**src/rtl/stream_mux_pkg.sv**
```systemverilog
// Shared types and helpers for stream_mux_rr: cyclic round-robin search
// and the reset value of the priority pointer.
package stream_mux_pkg;
   localparam int MAX_N = 64;
   localparam int IDXW  = 6;

   typedef struct packed {
      logic            found;
      logic [IDXW-1:0] idx;
   } rr_res_t;

   // Pointer resets to the last channel so channel 0 wins first.
   function automatic int rr_ptr_rst(input int n);
      return n - 1;
   endfunction

   // First set bit of req searching ptr+1 .. ptr (mod n).
   function automatic rr_res_t rr_next(input logic [MAX_N-1:0] req,
                                       input logic [IDXW-1:0]  ptr,
                                       input int               n);
      rr_res_t        r;
      logic [IDXW:0]  j;
      r = '0;
      for (int k = 1; k <= MAX_N; k++) begin
         j = {1'b0, ptr} + (IDXW+1)'(k);
         if (j >= (IDXW+1)'(n)) j = j - (IDXW+1)'(n);
         if (k <= n && !r.found && req[j[IDXW-1:0]]) begin
            r.found = 1'b1;
            r.idx   = j[IDXW-1:0];
         end
      end
      return r;
   endfunction
endpackage

```
**src/rtl/stream_mux_rr_arbiter.sv**
```systemverilog
// Combinational round-robin arbiter: one-hot grant plus its index.
module rr_arbiter
   import stream_mux_pkg::*;
#(
   parameter  int N    = 4,
   localparam int SELW = $clog2(N)
) (
   input  logic [N-1:0]    req,
   input  logic [SELW-1:0] ptr,
   output logic [N-1:0]    grant,
   output logic [SELW-1:0] grant_idx
);
   logic [MAX_N-1:0] req_x;
   logic [IDXW-1:0]  ptr_x;
   rr_res_t          r;

   always_comb begin
      req_x          = '0;
      req_x[N-1:0]   = req;
      ptr_x          = '0;
      ptr_x[SELW-1:0] = ptr;
      r              = rr_next(req_x, ptr_x, N);
      grant_idx      = r.idx[SELW-1:0];
      grant          = r.found ? (N'(1) << r.idx[SELW-1:0]) : '0;
   end

   generate
      if (SELW < IDXW) begin : g_unused
         logic unused_idx_hi;
         assign unused_idx_hi = ^r.idx[IDXW-1:SELW];
      end
   endgenerate
endmodule

```
**src/rtl/stream_mux_rr.sv**
```systemverilog
// N-input valid/ready stream mux, round-robin arbitration, registered output.
// Optional forced select under `define STREAM_MUX_FORCE_SEL_EN.
module stream_mux_rr
   import stream_mux_pkg::*;
#(
   parameter  int N     = 4,
   parameter  int WIDTH = 4,
   localparam int SELW  = $clog2(N)
) (
   input  logic               clk,
   input  logic               rst,
   input  logic [N-1:0]       in_valid,
   input  logic [N*WIDTH-1:0] in_data,
   output logic [N-1:0]       in_ready,
   output logic               out_valid,
   output logic [WIDTH-1:0]   out_data,
   output logic [SELW-1:0]    out_ch,
`ifdef STREAM_MUX_FORCE_SEL_EN
   input  logic               force_en,
   input  logic [SELW-1:0]    force_sel,
`endif
   input  logic               out_ready
);
   localparam logic [SELW-1:0] PTR_RST = SELW'(rr_ptr_rst(N));

   logic [N-1:0][WIDTH-1:0] din;
   logic [SELW-1:0]         ptr;
   logic [N-1:0]            rr_grant, grant;
   logic [SELW-1:0]         rr_idx, gidx;
   logic                    load, xfer;

   assign din = in_data;

   rr_arbiter #(.N(N)) u_arb (
      .req       (in_valid),
      .ptr       (ptr),
      .grant     (rr_grant),
      .grant_idx (rr_idx)
   );

`ifdef STREAM_MUX_FORCE_SEL_EN
   // Out-of-range force_sel matches no channel, so it yields no grant.
   always_comb begin
      grant = rr_grant;
      gidx  = rr_idx;
      if (force_en) begin
         gidx = force_sel;
         for (int i = 0; i < N; i++)
            grant[i] = (force_sel == SELW'(i)) && in_valid[i];
      end
   end
`else
   assign grant = rr_grant;
   assign gidx  = rr_idx;
`endif

   assign load     = !out_valid || out_ready;
   assign in_ready = (load && !rst) ? grant : '0;
   assign xfer     = |in_ready;

   always_ff @(posedge clk) begin
      if (rst) begin
         out_valid <= 1'b0;
         out_data  <= '0;
         out_ch    <= '0;
         ptr       <= PTR_RST;
      end else if (xfer) begin
         out_valid <= 1'b1;
         out_data  <= din[gidx];
         out_ch    <= gidx;
         ptr       <= gidx;
      end else if (out_ready) begin
         out_valid <= 1'b0;
      end
   end
endmodule

```
**config.mk**
```make
export PLATFORM = sky130hd
export DESIGN_NAME = stream_mux_rr
export DESIGN_NICKNAME = d
export VERILOG_FILES = /design/src/rtl/stream_mux_pkg.sv /design/src/rtl/stream_mux_rr_arbiter.sv /design/src/rtl/stream_mux_rr.sv
export SDC_FILE = /design/constraint.sdc
export NUM_CORES = 1
export LEC_CHECK = 0
export CAP_MARGIN = 30
export CORE_MARGIN = 2
export CORE_UTILIZATION = 43
export DETAILED_ROUTE_END_ITERATION = 16
export GPL_TIMING_DRIVEN = 0
export PLACE_DENSITY = 0.82
export REMOVE_ABC_BUFFERS = 1
export SETUP_SLACK_MARGIN = 0.4
export SLEW_MARGIN = 20
export SYNTH_ARGS = -nofsm -noshare
export SYNTH_HDL_FRONTEND = slang
export SYNTH_HIERARCHICAL = 1
export SYNTH_SLANG_ARGS = --single-unit
```
**constraint.sdc**
```tcl
create_clock -name clk -period 4.1 [get_ports clk]
set_input_delay 0.82 -clock clk [delete_from_list [all_inputs] [get_ports clk]]
set_output_delay 0.82 -clock clk [all_outputs]
set_load 0.01 [all_outputs]
```
==> results of run 1 <==
[cell type report]
type                            count  area, um2
Clock buffer                        4       26.3
Fill cell                         166        626
Inverter                            4       15.0
Multi-Input combinational cell     72        698
Sequential cell                     9        188
Tap cell                           27       33.8
Timing Repair Buffer               40        375
[path summary, 6_finish.rpt]
path                     from          end  slack (ns)
setup / recovery  in_valid[2]  in_ready[2]        0.48
setup reg to reg       ptr[1]       ptr[0]        1.01
hold reg to reg     out_ch[0]    out_ch[0]        0.48
hold / removal      out_ch[0]    out_ch[0]        0.48
[placed cells by master (no fill, tap or decap), types with 3 or more instances in the layout]
master	instances
clkdlybuf4s50_1	25
dfxtp_1	7
buf_4	7
nand4_1	6
mux4_2	6
nand2_1	6
a21oi_1	5
o211ai_1	5
ha_1	5
inv_1	4
nand2b_1	4
o31ai_1	4
clkdlybuf4s15_2	4
and3_1	3
clkbuf_4	3
mux2_2	3
mux2i_1	3
[kinds of logic (layout without fill, tap and decap cells)]
| family | after synthesis | in the layout |
|---|---|---|
| muxes | 12 | 12 |
| and+or+nand+nor | 32 | 32 |
| AOI/OAI and AO/OA | 23 | 23 |
| adders and majority gates | 5 | 5 |
| buffers and inverters | 11 | 48 |
| DFF | 9 | 9 |
[timing repair]
action	CTS	global route
cloned	0	0
hold endpoints to repair	0	0
hold buffers	0	0
resized for setup	36	2
endpoints found under the setup margin	4	1
pin swaps	4	2
setup buffers	7	0
[routing by layer]
layer | GRT usage | part of all wire
met1 | 0.216 | 0.38
met2 | 0.401 | 0.54
met3 | 0.0307 | 0.058
met4 | 0.0926 | 0.021
met5 | 0 | 0
[power breakdown]
part	switching [mW]	internal, mW	leakage, nW	total [mW]
clock	0.0320	0.0376	0.0150	0.0696
sequential	0.0302	0.134	0.0744	0.165
combinational	0.619	0.599	0.468	1.22
[flip-flops by register name (all words and copies together), names as in the netlist]
name,flops
out_valid,1
out_data,4
out_ch,2
ptr,2
[critical path: cells and delay by family]
kind	cells	cell delay, ns
AO/OA/AOI/OAI	2	0.56
buffers and inverters	3	0.51
multiplexers	1	0.51
AND/OR/NAND/NOR	2	0.41
==> flow_summary_export.csv, run 1 <==
group,metric,value,unit
outcome,outcome,"finished clean",
power,leakagePower,0.557,nW
clocking,cts_tree,"built",
synth,synth_seq_cells,9,
placed_design,place_area,1210,um2
global_routing,grt_remaining_overflow,0,
synth,synth_area_leader_cell,"dfxtp_1",
synth,seq_area_frac_synth,0.203,
final_layout,drive_gt1_frac,0.302,
synth,synth_enable_flop_cells,0,
synth,ys_top_cells_by_count,"dfxtp_1, a21oi_1, nand2_1, nand4_1",
power,vdd_ir_drop_max,0.000633,V
global_routing,antenna_found_initial,0,
placed_design,hpwlAfterDp,1.78,mm
floorplanning,start_util,0.452,
synth,synthArstFlopShare,0,
synth,synth_ff_type,"dfxtp_1",
synth,synthSimpleGateAreaFrac,0.220,
synth,synth.distinct_cells,36,
global_routing,grt_start_max_net_pins,17,
placed_design,gp_congestion,0.747,
sta,tns,0,ns
setup_path,path_class,"in2out",
synth,yosys_warnings,6,
synth,synthAdderAreaFrac,0.0706,
setup_path,crit_path_start_kind,"input port",
floorplanning,placementRows,16,
clocking,clockBufferDepth,2,
floorplanning,num_io_pins,34,
sta,finalHoldViolCount,0,
floorplanning,coreArea,1960,um2
clocking,clk_pin_slew,0.06,ns
setup_path,endpoint_kind,"primary output",
synth,syn_inst,92,
synth,synth_top_cell_area_share,0.203,
placed_design,place_inst,145,
sta,slew_violations,0,
placed_design,post-place-ws,-0.455,ns
final_layout,final_util,0.681,
route,wl_per_cell,15.1,um
synth,synth_compound_area_frac,0.215,
final_layout,area_growth,50.8,%
setup_path,rr_worst_depth,11,
synth,muxShareOfSynthArea,0.229,
floorplanning,die_w,49.4,um
clocking,insertion_delay,0.27,ns
route,initialDrtViolationCount,10,
sta,fmax,276,MHz
sta,period_minus_slack,3.62,ns
clocking,cts_buffers,3,
synth,synth_xor_area_frac,0,
clocking,htreeDepth,1,
clocking,cts-root-buf,"clkbuf_4",
flow_run,cap_violations,0,
hold_path,hold_class,"reg2reg",
final_layout,fin_cells,156,
setup_path,crit_chain,"clkdlybuf4s15_2 > mux4_2 > and2_4 > o311ai_4 > buf_4 > a21boi_4 > and3_4 > buf_2",
global_routing,grt_pass1_wl,3.92,mm
sta,grt_setup_unrepaired,"no",
placed_design,port_buffers,33,
sta,holdWs,0.475,ns
sta,setup_viol,0,
sta,finalClockSkew,0.00339,ns
sta,worst_pin_slew,0.527,ns
synth,synth_top_family_by_area,"multiplexers",
clocking,cts_sinks,9,
global_routing,track_usage,0.207,
setup_path,worstPathMaxFanout,5,
route,ant_nets,0,
route,routed_wl,2.36,mm
synth,synthTopCellsByArea,"dfxtp_1, mux4_2, ha_1",
sta,final.period_utilization,0.884,
synth,syn_area_per_cell,9.63,um2
setup_path,slowest_delay,0.51,ns
hold_path,whs_path_depth,2,
setup_path,slowest_stage,"mux4_2",
final_layout,final_cell_area,1340,um2
sta,setup_ws,0.476,ns
final_layout,nets,158,
floorplanning,die_h,49.4,um
setup_path,crit_arrival,2.80,ns
global_routing,grt_pass1_vias,915,
sta,relSlewSlack,0.648,
synth,syn_area,886,um2
route,num_vias,903,
route,via_per_inst,5.79,
route,drtPass1Iterations,4,
final_layout,antenna_cells,0,
floorplanning,dieArea,2440,um2
power,cellPowerDensity,1090,nW/um2
setup_path,crit_required,3.28,ns
route,remaining_drc_errors,0,
synth,synth.most_common_cell,"dfxtp_1",
power,total_power,1.45,mW
(Power assumes the default switching activity.)
==> run 2, diff against run 1 <==
--- a/config.mk
+++ b/config.mk
@@ -7,10 +7,10 @@
 export LEC_CHECK = 0
 export CAP_MARGIN = 30
 export CORE_MARGIN = 2
-export CORE_UTILIZATION = 43
+export CORE_UTILIZATION = 40
 export DETAILED_ROUTE_END_ITERATION = 16
 export GPL_TIMING_DRIVEN = 0
-export PLACE_DENSITY = 0.82
+export PLACE_DENSITY = 0.77
 export REMOVE_ABC_BUFFERS = 1
 export SETUP_SLACK_MARGIN = 0.4
 export SLEW_MARGIN = 20
==> flow_summary_export.csv, run 2 (synthesized netlist as in run 1, its figures left out) <==
group,metric,value,unit
final_layout,final_util,0.639,
clocking,cts_tree,"built",
final_layout,drive_gt1_frac,0.341,
sta,period_minus_slack,3.67,ns
power,cellPowerDensity,1110,nW/um2
power,combPwrFrac,0.844,
outcome,outcome,"finished clean",
setup_path,worstPathMaxFanout,5,
sta,relSlewSlack,0.610,
sta,finalHoldViolCount,0,
final_layout,antenna_cells,0,
clocking,htreeDepth,1,
clocking,clk_pin_slew,0.07,ns
route,num_vias,920,
route,via_per_inst,5.64,
setup_path,crit_arrival,2.85,ns
global_routing,grt_pass1_wl,4.15,mm
floorplanning,dieArea,2610,um2
floorplanning,num_io_pins,34,
route,wl_per_cell,15.0,um
clocking,ctsHoldBuffers,0,
route,ant_nets,0,
sta,worst_pin_slew,0.583,ns
final_layout,largest_register_ffs,4,
hold_path,hold_class,"reg2reg",
power,vdd_ir_drop_max,0.000667,V
placed_design,port_buffers,33,
final_layout,reg_top3,"out_data: 4 flops, out_ch: 2 flops, ptr: 2 flops",
final_layout,nets,164,
final_layout,layout_commonest_cell,"clkdlybuf4s50_1",
route,routed_wl,2.45,mm
flow_run,cap_violations,0,
sta,grt_setup_unrepaired,"yes",
power,p_seq_frac,0.110,
setup_path,crit_required,3.28,ns
clocking,cts_sinks,9,
power,switchingPower,0.692,mW
setup_path,crit_path_start_kind,"input port",
setup_path,rrSetupSlack,0.85,ns
setup_path,path_class,"in2out",
placed_design,gp_congestion,0.765,
clocking,cts_buffers,3,
floorplanning,start_util,0.412,
route,initialDrtViolationCount,16,
global_routing,antenna_found_initial,0,
power,intPower,0.833,mW
clocking,clockBufferDepth,2,
global_routing,track_usage,0.209,
power,swShare,0.454,
route,drtPass1Iterations,6,
sta,setup_viol,0,
final_layout,area_growth,54.9,%
global_routing,grt_remaining_overflow,0,
power,p_clk_frac,0.046,
sta,holdWs,0.486,ns
sta,final.period_utilization,0.895,
clocking,insertion_delay,0.26,ns
global_routing,grt_pass1_vias,940,
power,leakagePower,0.579,nW
global_routing,grt_start_max_net_pins,17,
sta,finalClockSkew,0.00954,ns
sta,slew_violations,0,
placed_design,hpwlAfterDp,1.70,mm
power,total_power,1.52,mW
floorplanning,die_h,51.1,um
setup_path,endpoint_kind,"primary output",
sta,fmax,273,MHz
final_layout,fillers,172,
floorplanning,placementRows,17,
route,remaining_drc_errors,0,
floorplanning,coreArea,2150,um2
clocking,cts-root-buf,"clkbuf_4",
final_layout,mostFrequentLayoutCells,"clkdlybuf4s50_1, buf_4, dfxtp_1",
floorplanning,die_w,51.1,um
final_layout,regMostFlops,"out_data",
run 2: timing repair:
item	4_1_cts	5_1_grt
pin swaps	3	2
setup buffers	9	4
hold endpoints to repair	0	0
endpoints found under the setup margin	4	4
gates resized for setup	31	7
run 2: stage by stage:
stage	TNS, ns	instance area, um2	setup WS [ns]	std cells
global route	0	1370	0.360	163
CTS	0	1340	0.410	159
global placement	-0.961	1210	-0.312	146
finish	0	1370	0.432	163
detailed placement	-1.13	1210	-0.368	146
floorplan	0	846	0.779	85
run 2: area by class of cell:
cell class | instances | area (um2) | share of cell area
Timing Repair Buffer | 46 | 423 | 0.308
Clock buffer | 4 | 26.3 | 0.0191
Inverter | 4 | 15.0 | 0.0109
Sequential cell | 9 | 188 | 0.137
Multi-Input combinational cell | 72 | 686 | 0.500
Tap cell | 28 | 35.0 | 0.0255
run 2: worst paths after layout:
check / start / end / depth (start not counted)
worst max-delay path: in_valid[0] / in_ready[0] / 11
worst min-delay path: out_ch[1] / out_ch[1] / 2
worst max register to register: ptr[1] / ptr[1] / 14
worst min register to register: out_ch[1] / out_ch[1] / 2
run 2: power groups by stage:
| stage | combinational, mW | clock, mW | sequential, mW |
|---|---|---|---|
| 2_1_floorplan | 0.713 | 0 | 0.184 |
| 3_3_place_gp | 0.941 | 0 | 0.180 |
| 3_5_place_dp | 0.969 | 0 | 0.181 |
| 4_1_cts | 1.19 | 0.0710 | 0.186 |
| 5_1_grt | 1.39 | 0.0777 | 0.172 |
| 6_report | 1.29 | 0.0702 | 0.168 |
run 2: metal layers:
metal	vias up	global-route usage	wire, um
met1	438	0.223	966
met3	2	0.0585	178
met5	-	0	0
met2	38	0.403	1280
met4	0	0.0450	23
li1	442	-	-
run 2: worst max-delay path, stage by stage:
cell             delay [ns]
clkdlybuf4s15_2        0.21
mux4_2                 0.51
nand2_4                0.09
a31oi_2                0.11
o311ai_4               0.27
buf_4                  0.17
buf_4                  0.10
buf_4                  0.12
a21oi_2                0.04
and3_4                 0.18
clkdlybuf4s15_2        0.22
==> run 3, diff against run 2 <==
--- a/config.mk
+++ b/config.mk
@@ -10,6 +10,7 @@
 export CORE_UTILIZATION = 40
 export DETAILED_ROUTE_END_ITERATION = 16
 export GPL_TIMING_DRIVEN = 0
+export MAX_ROUTING_LAYER = met4
 export PLACE_DENSITY = 0.77
 export REMOVE_ABC_BUFFERS = 1
 export SETUP_SLACK_MARGIN = 0.4
==> flow_summary_export.csv, run 3 (synthesized netlist as in run 1, its figures left out) <==
group,metric,value,unit
final_layout,fin_cells,163,
placed_design,gp_congestion,0.775,
power,vdd_ir_drop_max,0.000705,V
final_layout,mostFrequentLayoutCells,"clkdlybuf4s50_1, buf_4, dfxtp_1",
sta,relSlewSlack,0.599,
setup_path,crit_required,3.28,ns
sta,finalClockSkew,0.00766,ns
clocking,clockBufferDepth,2,
sta,holdWs,0.486,ns
floorplanning,die_w,51.1,um
final_layout,reg_top3,"out_data: 4 flops, out_ch: 2 flops, ptr: 2 flops",
final_layout,multi_input_comb_area,694,um2
final_layout,final_cell_area,1380,um2
sta,finalHoldViolCount,0,
power,leakagePower,0.581,nW
final_layout,fillers,173,
setup_path,endpoint_kind,"primary output",
setup_path,critical-path-top-delay-family,"buffers and inverters",
power,total_power,1.54,mW
final_layout,area_growth,55.2,%
global_routing,track_usage,0.214,
floorplanning,placementRows,17,
global_routing,grt_pass1_vias,943,
final_layout,antenna_cells,0,
placed_design,place_area,1210,um2
floorplanning,die_h,51.1,um
final_layout,drive_gt1_frac,0.341,
clocking,htreeDepth,1,
sta,fmax,279,MHz
route,initialDrtViolationCount,20,
clocking,ctsHoldBuffers,0,
sta,tns,0,ns
sta,grt_setup_unrepaired,"no",
setup_path,worstPathMaxFanout,5,
setup_path,path_buf_inv,5,
final_layout,layout_commonest_cell,"clkdlybuf4s50_1",
setup_path,slowest_stage,"mux4_2",
clocking,insertion_delay,0.26,ns
global_routing,busiest_layer,"met2",
global_routing,antenna_found_initial,0,
final_layout,regMostFlops,"out_data",
setup_path,path_class,"in2out",
placed_design,hpwlAfterDp,1.70,mm
setup_path,crit_chain,"clkdlybuf4s15_2 > mux4_2 > nand2_4 > a31oi_4 > o311ai_4 > buf_4 > buf_4 > buf_4 > a21oi_2 > and3_4 > buf_2",
floorplanning,num_io_pins,34,
sta,worst_pin_slew,0.601,ns
placed_design,port_buffers,33,
floorplanning,start_util,0.412,
clocking,cts_buffers,3,
final_layout,nets,164,
power,cellPowerDensity,1120,nW/um2
global_routing,met2_usage,0.398,
route,wl_per_cell,15.0,um
clocking,cts_tree,"built",
route,ant_nets,0,
placed_design,place_inst,146,
global_routing,met3_usage,0.0497,
route,num_vias,921,
hold_path,hold_class,"reg2reg",
route,via_per_inst,5.65,
final_layout,seqCellArea,188,um2
sta,period_minus_slack,3.59,ns
final_layout,largest_register_ffs,4,
setup_path,crit_arrival,2.77,ns
setup_path,crit_path_start_kind,"input port",
route,drtPass1Iterations,4,
setup_path,slowest_delay,0.51,ns
route,remaining_drc_errors,0,
outcome,outcome,"finished clean",
global_routing,grt_start_max_net_pins,17,
global_routing,globalRouteMet1Util,0.225,
floorplanning,dieArea,2610,um2
global_routing,grt_pass1_wl,4.12,mm
floorplanning,coreArea,2150,um2
route,routed_wl,2.44,mm
sta,final.period_utilization,0.875,
clocking,clk_pin_slew,0.07,ns
setup_path,cp_common_cell,"buf_4",
clocking,cts_sinks,9,
sta,setup_viol,0,
global_routing,grt_remaining_overflow,0,
flow_run,cap_violations,0,
sta,slew_violations,0,
clocking,cts-root-buf,"clkbuf_4",
-- run 3: cell types whose count changed in the layout (fill, tap and decap cells not counted) --
cell             delta
clkdlybuf4s15_2     -1
a31oi_4             +1
buf_2               +1
a31oi_2             -1
-- run 3: report_power, final --
group | leakage (nW) | switching (mW) | total, mW | internal (mW)
clock network | 0.0150 | 0.0323 | 0.0698 | 0.0375
registers | 0.0744 | 0.0348 | 0.169 | 0.135
logic | 0.492 | 0.634 | 1.30 | 0.664
total | 0.581 | 0.701 | 1.54 | 0.836
-- run 3: through the flow --
stage,setup WS [ns],util
finish,0.512,0.640
global route,0.436,0.640
CTS,0.410,0.625
detailed placement,-0.368,0.564
global placement,-0.312,0.564
floorplan,0.779,-
-- run 3: what timing repair did --
action                                  4_1_cts  5_1_grt
pin swaps                                     3        3
resized for setup                            31        9
gates cloned                                  0        0
endpoints found under the hold margin         0        0
endpoints found under the setup margin        4        4
buffers inserted                              9        4
-- run 3: worst paths after layout --
kind	to	cells past startpoint	start	slack (ns)
hold / removal	out_ch[1]	2	out_ch[1]	0.49
setup / recovery	in_ready[0]	11	in_valid[0]	0.51
hold reg to reg	out_ch[1]	2	out_ch[1]	0.49
setup reg to reg	ptr[1]	14	ptr[1]	0.83
-- run 3: routing by layer --
metal / share of wire / up-vias
met5: 0 / -
met4: 0.0094 / 0
met3: 0.063 / 2
met2: 0.55 / 43
met1: 0.38 / 435
li1: - / 441
-- run 3: cell type report --
cell class / instances / area share
Tap cell: 28 / 0.0255
Clock buffer: 4 / 0.0191
Sequential cell: 9 / 0.136
Inverter: 4 / 0.0109
Multi-Input combinational cell: 72 / 0.505
Timing Repair Buffer: 46 / 0.303
-- run 3: worst min-delay path: stages (launching register included) --
cell	delay (ns)
dfxtp_1	0.31
o31ai_1	0.06
a21oi_1	0.06
